===== src/rtl/fast_8n1_uart_rx_if.sv =====
// Receive-side byte handshake: the receiver presents RX_DATA/RX_VALID,
// the consumer answers with RX_ACK.
interface fast_8n1_uart_rx_if #(
  parameter int BYTE_W = 8
);
  logic [BYTE_W-1:0] RX_DATA;
  logic              RX_VALID;
  logic              RX_ACK;

  modport master (
    output RX_DATA,
    output RX_VALID,
    input  RX_ACK
  );

  modport slave (
    input  RX_DATA,
    input  RX_VALID,
    output RX_ACK
  );
endinterface


===== src/rtl/fast_8n1_uart_rx.sv =====
// 8N1 UART receiver: two-flop line synchroniser, mid-bit 3-sample majority vote,
// one-entry holding register with valid/ack handshake and error pulses.
module fast_8n1_uart_rx #(
  parameter int SYSCLK_F = 24000000,
  parameter int BYTE_W   = 8,
  parameter int BAUDRATE = 500000
) (
  input  logic               sys_clk,
  input  logic               rst_n,
  input  logic               en,
  input  logic               RX_LINE,
  fast_8n1_uart_rx_if.master rx,
  output logic               FRAME_ERR,
  output logic               OVERRUN,
  output logic               BUSY
);

  localparam int CYC_PER_BIT = SYSCLK_F / BAUDRATE;
  localparam int MID         = CYC_PER_BIT / 2;
  localparam int CTR_W       = $clog2(CYC_PER_BIT);
  localparam int IDX_W       = $clog2(BYTE_W);

  localparam logic [CTR_W-1:0] CTR_LAST   = CTR_W'(CYC_PER_BIT - 1);
  localparam logic [CTR_W-1:0] SAMP_EARLY = CTR_W'(MID - 1);
  localparam logic [CTR_W-1:0] SAMP_MID   = CTR_W'(MID);
  localparam logic [CTR_W-1:0] SAMP_LATE  = CTR_W'(MID + 1);
  localparam logic [IDX_W-1:0] IDX_LAST   = IDX_W'(BYTE_W - 1);

  typedef enum logic [2:0] {
    IDLE,
    START,
    DATA,
    STOP,
    BRK
  } state_t;

  state_t              state_q, state_d;
  logic                sync1_q, rxs, rxs_prev;
  logic [CTR_W-1:0]    ctr_q, ctr_d;
  logic [IDX_W-1:0]    idx_q, idx_d;
  logic [BYTE_W-1:0]   shreg_q, shreg_d;
  logic [BYTE_W-1:0]   data_q, data_d;
  logic [1:0]          samp_q, samp_d;
  logic                valid_q, valid_d;
  logic                ferr_q, ferr_d;
  logic                ovr_q, ovr_d;
  logic                maj, at_decide, at_wrap;

  // Synchroniser resets to the idle (high) level so no false start after reset.
  always_ff @(posedge sys_clk or negedge rst_n) begin
    if (!rst_n) begin
      sync1_q  <= 1'b1;
      rxs      <= 1'b1;
      rxs_prev <= 1'b1;
    end else begin
      sync1_q  <= RX_LINE;
      rxs      <= sync1_q;
      rxs_prev <= rxs;
    end
  end

  assign maj       = (samp_q[1] & samp_q[0]) | (samp_q[1] & rxs) | (samp_q[0] & rxs);
  assign at_decide = (ctr_q == SAMP_LATE);
  assign at_wrap   = (ctr_q == CTR_LAST);

  always_ff @(posedge sys_clk or negedge rst_n) begin
    if (!rst_n) begin
      state_q <= IDLE;
      ctr_q   <= '0;
      idx_q   <= '0;
      shreg_q <= '0;
      samp_q  <= '0;
      data_q  <= '0;
      valid_q <= 1'b0;
      ferr_q  <= 1'b0;
      ovr_q   <= 1'b0;
    end else begin
      state_q <= state_d;
      ctr_q   <= ctr_d;
      idx_q   <= idx_d;
      shreg_q <= shreg_d;
      samp_q  <= samp_d;
      data_q  <= data_d;
      valid_q <= valid_d;
      ferr_q  <= ferr_d;
      ovr_q   <= ovr_d;
    end
  end

  // The third majority sample is the live rxs in the decision cycle itself.
  always_comb begin
    state_d = state_q;
    ctr_d   = at_wrap ? '0 : ctr_q + 1'b1;
    idx_d   = idx_q;
    shreg_d = shreg_q;
    samp_d  = samp_q;
    data_d  = data_q;
    valid_d = valid_q & ~rx.RX_ACK;
    ferr_d  = 1'b0;
    ovr_d   = 1'b0;

    if (ctr_q == SAMP_EARLY) samp_d[1] = rxs;
    if (ctr_q == SAMP_MID)   samp_d[0] = rxs;

    unique case (state_q)
      IDLE: begin
        ctr_d = '0;
        if (en && rxs_prev && !rxs) state_d = START;
      end
      START: begin
        if (at_decide && maj) begin
          state_d = IDLE;
          ctr_d   = '0;
        end else if (at_wrap) begin
          idx_d   = '0;
          state_d = DATA;
        end
      end
      DATA: begin
        if (at_decide) shreg_d = {maj, shreg_q[BYTE_W-1:1]};
        if (at_wrap) begin
          if (idx_q == IDX_LAST) state_d = STOP;
          else                   idx_d   = idx_q + 1'b1;
        end
      end
      STOP: begin
        // Leave at mid-stop so a following start edge right after the stop bit is caught.
        if (at_decide) begin
          ctr_d = '0;
          if (maj) begin
            state_d = IDLE;
            if (!valid_q || rx.RX_ACK) begin
              data_d  = shreg_q;
              valid_d = 1'b1;
            end else begin
              ovr_d = 1'b1;
            end
          end else begin
            ferr_d  = 1'b1;
            state_d = BRK;
          end
        end
      end
      BRK: begin
        ctr_d = '0;
        if (rxs) state_d = IDLE;
      end
      default: begin
        state_d = IDLE;
        ctr_d   = '0;
      end
    endcase
  end

  assign rx.RX_DATA  = data_q;
  assign rx.RX_VALID = valid_q;
  assign FRAME_ERR   = ferr_q;
  assign OVERRUN     = ovr_q;
  assign BUSY        = (state_q != IDLE);

endmodule


===== src/flat_wrapper.sv =====
// flat-port wrapper written by rule: the top's interface ports become plain ports
module fast_8n1_uart_rx_flat 
#(
  parameter int SYSCLK_F = 24000000,
  parameter int BYTE_W   = 8,
  parameter int BAUDRATE = 500000
)
  (sys_clk, rst_n, en, RX_LINE, FRAME_ERR, OVERRUN, BUSY, rx_RX_DATA, rx_RX_VALID, rx_RX_ACK);
  fast_8n1_uart_rx_if #(.BYTE_W(BYTE_W)) rx_i ();
  input  logic sys_clk;
  input  logic rst_n;
  input  logic en;
  input  logic RX_LINE;
  output logic FRAME_ERR;
  output logic OVERRUN;
  output logic BUSY;
  output wire logic [$bits(rx_i.RX_DATA)-1:0] rx_RX_DATA;
  output wire logic [$bits(rx_i.RX_VALID)-1:0] rx_RX_VALID;
  input wire logic [$bits(rx_i.RX_ACK)-1:0] rx_RX_ACK;
  assign rx_RX_DATA = rx_i.RX_DATA;
  assign rx_RX_VALID = rx_i.RX_VALID;
  assign rx_i.RX_ACK = rx_RX_ACK;
  fast_8n1_uart_rx #(.SYSCLK_F(SYSCLK_F), .BYTE_W(BYTE_W), .BAUDRATE(BAUDRATE)) u_core (.sys_clk(sys_clk), .rst_n(rst_n), .en(en), .RX_LINE(RX_LINE), .rx(rx_i), .FRAME_ERR(FRAME_ERR), .OVERRUN(OVERRUN), .BUSY(BUSY));
endmodule

===== config.mk =====
export PLATFORM = sky130hd
export DESIGN_NAME = fast_8n1_uart_rx_flat
export DESIGN_NICKNAME = d
export VERILOG_FILES = /design/src/rtl/fast_8n1_uart_rx_if.sv /design/src/rtl/fast_8n1_uart_rx.sv /design/src/flat_wrapper.sv
export SDC_FILE = /design/constraint.sdc
export NUM_CORES = 1
export LEC_CHECK = 0
export CAP_MARGIN = 20
export CORE_ASPECT_RATIO = 0.7
export CORE_MARGIN = 3
export CORE_UTILIZATION = 55
export DETAILED_ROUTE_END_ITERATION = 7
export HOLD_SLACK_MARGIN = 0.03
export PLACE_DENSITY = 0.77
export SLEW_MARGIN = 25
export SYNTH_ARGS = -nofsm -noshare
export SYNTH_HDL_FRONTEND = slang
export SYNTH_SLANG_ARGS = --single-unit

===== constraint.sdc =====
create_clock -name sys_clk -period 2.53 [get_ports sys_clk]
set_clock_uncertainty 0.1 [all_clocks]
set_input_delay 0.253 -clock sys_clk [delete_from_list [all_inputs] [get_ports sys_clk]]
set_output_delay 0.253 -clock sys_clk [all_outputs]
set_load 0.005 [all_outputs]

==> results of run 1 <==
==> layer usage <==
metal | GRT usage | routed length [µm] | up-vias
li1 | - | - | 502
met1 | 0.253 | 1460 | 512
met2 | 0.228 | 1220 | 23
met3 | 0.0594 | 136 | 4
met4 | 0.0644 | 32 | 0
met5 | 0 | 0 | -
==> power groups by stage <==
stage / Sequential [mW] / Combinational (mW) / Clock, mW
global route: 0.752 / 0.332 / 0.407
detailed placement: 0.749 / 0.300 / 0
global placement: 0.742 / 0.291 / 0
finish: 0.739 / 0.299 / 0.372
floorplan: 0.708 / 0.258 / 0
CTS: 0.738 / 0.303 / 0.381
==> sequential cells by signal, indices dropped and copies added, names as in the netlist <==
signal	flops
u_core.sync1_q	1
u_core.OVERRUN	1
u_core.rx.RX_DATA	8
u_core.rxs_prev	1
u_core.shreg_q	8
u_core.rxs	1
u_core.rx.RX_VALID	1
u_core.idx_q	3
u_core.state_q	3
u_core.ctr_q	6
u_core.samp_q	2
u_core.FRAME_ERR	1
==> cell families after synthesis <==
family | share of synthesized area
adder cells (fa/ha/maj) | 0.0429
flip-flops | 0.526
XOR/XNOR | 0.0153
AO/OA/AOI/OAI | 0.0531
AND/OR/NAND/NOR | 0.173
buffers and inverters | 0.0291
multiplexers | 0.161
==> worst max-delay path, stage by stage, from the launching register on <==
cell	delay [ps]
dfrtp_1	550
nor2_1	380
nand2_1	110
clkdlybuf4s50_1	450
==> cell usage after synthesis (all sizes together) (4+ instances only) <==
cell,number
dfrtp,33
mux2,21
nand2,6
ha,5
nand3,5
inv,4
nor2,4
nor3,4
==> worst max-delay path by stage <==
stage / start / endpoint / slack (ps) / cells after the start
6_report: u_core.state_q[2] / BUSY / 400 / 3
3_3_place_gp: u_core.ctr_q[2] / u_core.rx.RX_DATA[5] / 590 / 5
3_5_place_dp: u_core.ctr_q[2] / u_core.rx.RX_DATA[2] / 510 / 5
4_1_cts: u_core.state_q[2] / BUSY / 400 / 3
2_1_floorplan: u_core.ctr_q[0] / u_core.idx_q[0] / 700 / 5
5_1_grt: u_core.state_q[2] / BUSY / 340 / 3
==> stage by stage <==
| stage | setup WS (ps) | power [mW] | util | hold slack [ps] |
|---|---|---|---|---|
| 2_1_floorplan | 696 | 0.965 | - | -143 |
| 3_3_place_gp | 587 | 1.03 | 0.664 | 246 |
| 3_5_place_dp | 512 | 1.05 | 0.664 | 247 |
| 4_1_cts | 395 | 1.42 | 0.691 | 256 |
| 5_1_grt | 337 | 1.49 | 0.691 | 260 |
| 6_report | 405 | 1.41 | 0.691 | 256 |
==> cell type report <==
class	instances	share of cell area
repair buffers	19	0.0918
inverters	4	0.00754
clock inverters	1	0.00251
clock buffers	6	0.0365
flip-flops and latches	36	0.454
well taps	36	0.0226
multi-input cells	83	0.385
==> results_dict.tcl, run 1 <==
set metrics [dict create \
    internal_power_uw 970 \
    layout_common_cells "33 x dfrtp_1, 16 x clkdlybuf4s50_1, 8 x mux2_4, 8 x mux2_2, 6 x nand2_1" \
    min_period_ps 2130 \
    drc 0 \
    ir_drop_mv 0.462 \
    switching_share 0.312 \
    synthToLayoutAreaGrowth_pct 15.7 \
    core_area_mm2 0.00288 \
    grtUsageTotal 0.171 \
    synth_top_area_frac 0.480 \
    htree_levels 2 \
    initial_core_util 0.597 \
    power_frac_seq 0.524 \
    leakagePower_nw 0.963 \
    placed_area_mm2 0.00191 \
    fmaxAchievable_ghz 0.471 \
    hold_depth 0 \
    whs_endpoint "u_core.rxs" \
    grt_max_degree 37 \
    tightest_slew_ps 514 \
    tritoncts.num_buffers 5 \
    cts_setup_buffers 0 \
    antennaDiodeCount 0 \
    via_per_inst 5.63 \
    worstPathRequired_ps 2180 \
    layout_commonest_cell "dfrtp_1" \
    vias 1041 \
    gp_congestion 0.802 \
    seqCellArea_um2 905 \
    gr-total-overflow 0 \
    dp_hpwl_um 2010 \
    cp_max_fo 16 \
    setup-tns-final_ps 0 \
    cts_tree "built" \
    async_reset_ff_frac 1.00 \
    first_global_vias 1011 \
    holdBufCountCts 0 \
    p_comb_frac 0.212 \
    syn_avg_cell_area_um2 13.4 \
    grt_pass1_wl_um 4820 \
    fin_cells 185 \
    yosysUniqueCellTypes 43 \
    ant_nets 0 \
    die_x_um 72.8 \
    yosys_warnings 0 \
    numClockSinks 36 \
    hold_path.startpoint "u_core.sync1_q" \
    drt_wl_total_um 2850 \
    synth-seq-area-share 0.526 \
    p_per_area_mw_per_mm2 708 \
    placementRows 16 \
    status "completed" \
    clk_pin_slew_worst_paths_ps 60 \
    syn_nets 138 \
    netlist_instances 128 \
    clk_path_buf_depth 2 \
    dieArea_mm2 0.00385 \
    r2r_setup_slack_ps 490 \
    hold_viol_final 0 \
    finalCritPeriodShare 0.840 \
    placed_cells 178 \
    clock_latency_ps 280 \
    ys_top_cells_by_area "dfrtp_1 48%, mux2_4 7.0%, mux2_2 5.2%, dfstp_2 4.6%, ha_1 3.6%" \
    slew_violations 0 \
    fin_nets 159 \
    multi_input_area_um2 766 \
    yosysTopAreaCell "dfrtp_1" \
    crit_arrival_ps 1770 \
    r2r_start "u_core.ctr_q[2]" \
    hold_class "flip-flop to flip-flop" \
    antenna_found_initial 0 \
    rsz0062_at_grt "false" \
    cts_root_buf "clkbuf_8" \
    critPathCaptureType "output pin" \
    synth_edf_count 0 \
    drtPass1Iterations 4 \
    synth_seq_cells 36 \
    cap_viol_max_count 0 \
    fill_cells 217 \
    reg2reg_to "u_core.rx.RX_DATA[6]" \
    setup_viol 0 \
    drive_gt1_frac 0.262 \
    startpoint_type "flip-flop" \
    ctsResizeCount 0 \
    dieHeight_um 52.8 \
    maxSlewHeadroom 0.647 \
    drt_iter0_markers 37 \
    r2r_cells 5 \
    synth_top_flop_cell "dfrtp_1" \
    wire_per_inst_um 15.4 \
    ioPinCount 17 \
    io_buffers 16 \
    syn_area_mm2 0.00172 \
    final_area_mm2 0.00199 \
    netSwitchingPower_uw 440 \
    pwr-share-clk 0.264 \
    path_class "flip-flop to output pin" \
]
(Power assumes the default switching activity.)
==> run 2: changes to the inputs <==
Settings changed: CORE_UTILIZATION 55 to 50, PLACE_DENSITY 0.77 to 0.74.
Clock period 2.53 ns to 1.85 ns, I/O delays scaled along.
==> run 2 against run 1 <==
First-iteration DRC count grew 5.4%. Global-route usage grew 0.47 points. Sequential power grew 28%. Largest cell class unchanged. Final area grew 12%. Non-clock buffer count grew 17. Wire length grew 16%. Die area grew 9.0%. Clock power grew 83%. Via count grew 9.0%. Critical path depth grew 4.
==> results_dict.tcl, run 2 (same netlist as run 1, synthesis figures left out) <==
set metrics [dict create \
    crit_cells 7 \
    drc 0 \
    holdBufCountCts 0 \
    grtUsageTotal 0.176 \
    crit_start "u_core.idx_q[1]" \
    critPathSlowestCell "dfrtp_1" \
    maxSlewHeadroom 0.705 \
    cp_common_cell "nor3b_2" \
    via_per_inst 5.30 \
    die_x_um 76.1 \
    grt_busiest_layer "met2" \
    cp_max_fo 3 \
    gr-total-overflow 0 \
    ant_nets 0 \
    dieArea_mm2 0.00419 \
    status "completed" \
    vias 1135 \
    clk_path_buf_depth 2 \
    first_global_vias 1145 \
    fill_cells 232 \
    drt_wl_total_um 3310 \
    io_buffers 16 \
    critPathBufInv 1 \
    r2r_setup_slack_ps 50 \
    cap_viol_max_count 0 \
    fin_util 0.694 \
    worstPathRequired_ps 1930 \
    multi_input_area_um2 815 \
    fin_cells 214 \
    drive_gt1_frac 0.407 \
    grt_util_met3 0.0453 \
    use_met1 0.223 \
    drt_iter0_markers 39 \
    slew_violations 0 \
    finalCritPeriodShare 0.972 \
    grt_pass1_wl_um 5500 \
    reg2reg_to "u_core.idx_q[1]" \
    numClockSinks 36 \
    antenna_found_initial 0 \
    crit_arrival_ps 1870 \
    final_area_mm2 0.00223 \
    hold_class "input port to asynchronous set/reset pin" \
    setup_viol 0 \
    path_cells "ha_2, ha_4, nor3b_2, a21oi_2, nor3b_2, buf_4, mux2_4" \
    min_period_ps 1800 \
    clk_pin_slew_worst_paths_ps 70 \
    grt_max_degree 37 \
    cp-endpoint "u_core.idx_q[1]" \
    placementRows 17 \
    antennaDiodeCount 0 \
    tightest_slew_ps 442 \
    slowest_delay_ps 400 \
    dieHeight_um 55.1 \
    drtPass1Iterations 4 \
    placed_area_mm2 0.00203 \
    fin_nets 176 \
    layout_common_cells "32 x dfrtp_1, 18 x buf_4, 16 x clkdlybuf4s50_1, 11 x mux2_4, 8 x mux2_2" \
    critPathCaptureType "flip-flop" \
    rsz0062_at_grt "true" \
    leakagePower_nw 1.06 \
    tritoncts.num_buffers 5 \
    htree_levels 2 \
    core_area_mm2 0.00321 \
    dp_hpwl_um 2290 \
    startpoint_type "flip-flop" \
    initial_core_util 0.536 \
    ioPinCount 17 \
    r2r_cells 7 \
    fmaxAchievable_ghz 0.556 \
    met2_usage 0.290 \
    clock_latency_ps 290 \
    seqCellArea_um2 906 \
    wire_per_inst_um 15.5 \
    cts_root_buf "clkbuf_8" \
    r2r_start "u_core.idx_q[1]" \
    p_per_area_mw_per_mm2 1010 \
    path_class "flip-flop to flip-flop" \
    hold_viol_final 0 \
    cts_tree "built" \
    placed_cells 201 \
    layout_commonest_cell "dfrtp_1" \
    synthToLayoutAreaGrowth_pct 29.5 \
    path_delay_family "flip-flops" \
    gp_congestion 0.858 \
    ir_drop_mv 0.524 \
]
## run 2: worst min path at each step
stage / start / end / slack [ps] / cells past startpoint
final: rst_n / u_core.rx.RX_DATA[2] / 200 / 2
after global routing: RX_LINE / u_core.sync1_q / 220 / 1
after CTS: RX_LINE / u_core.sync1_q / 190 / 1
after detailed placement: u_core.sync1_q / u_core.rxs / 250 / 0
after global placement: u_core.sync1_q / u_core.rxs / 250 / 0
after floorplan: rst_n / u_core.FRAME_ERR / -210 / 0
## run 2: worst reg2reg max path: cells and delay by family (launching register included)
kind | cells | cell delay [ps]
AOI/OAI and AO/OA | 1 | 50
adders and majority gates | 2 | 360
buffers and inverters | 1 | 160
DFF | 1 | 400
muxes | 1 | 300
and+or+nand+nor | 2 | 320
## run 2: report_power, final
group | internal (mW) | leakage, nW | switching, mW | total (mW)
clock | 0.400 | 0.0552 | 0.281 | 0.680
sequential | 0.879 | 0.479 | 0.0701 | 0.949
combinational | 0.295 | 0.521 | 0.318 | 0.614
## run 2: cell type report
class,instances,share of cell area
sequential,36,0.407
multi-input combinational,83,0.366
timing repair buffer,36,0.147
clock buffer,6,0.0326
tap,47,0.0264
clock inverter,2,0.0157
inverter,4,0.00674
## run 2: layer usage
layer,wire length (µm),part of all wire
met5,0,0
met4,65,0.020
met3,111,0.034
met2,1540,0.47
met1,1590,0.48
## run 2: metrics by stage
| step | setup TNS [ps] | power [mW] | setup slack [ps] | hold slack (ps) |
|---|---|---|---|---|
| global route | -22.3 | 2.36 | -10.9 | 216 |
| detailed placement | -244 | 1.54 | -92.4 | 247 |
| floorplan | 0 | 1.32 | 16.4 | -211 |
| finish | 0 | 2.24 | 52.6 | 198 |
| global placement | 0 | 1.51 | 47.7 | 247 |
| CTS | -12.3 | 2.23 | -12.3 | 192 |
## run 2: what timing repair did
item                                    CTS  global route
endpoints found under the hold margin     0             0
buffers inserted                          2             3
pin swaps                                 2             3
endpoints found under the setup margin    4            18
gates resized for setup                   8             6
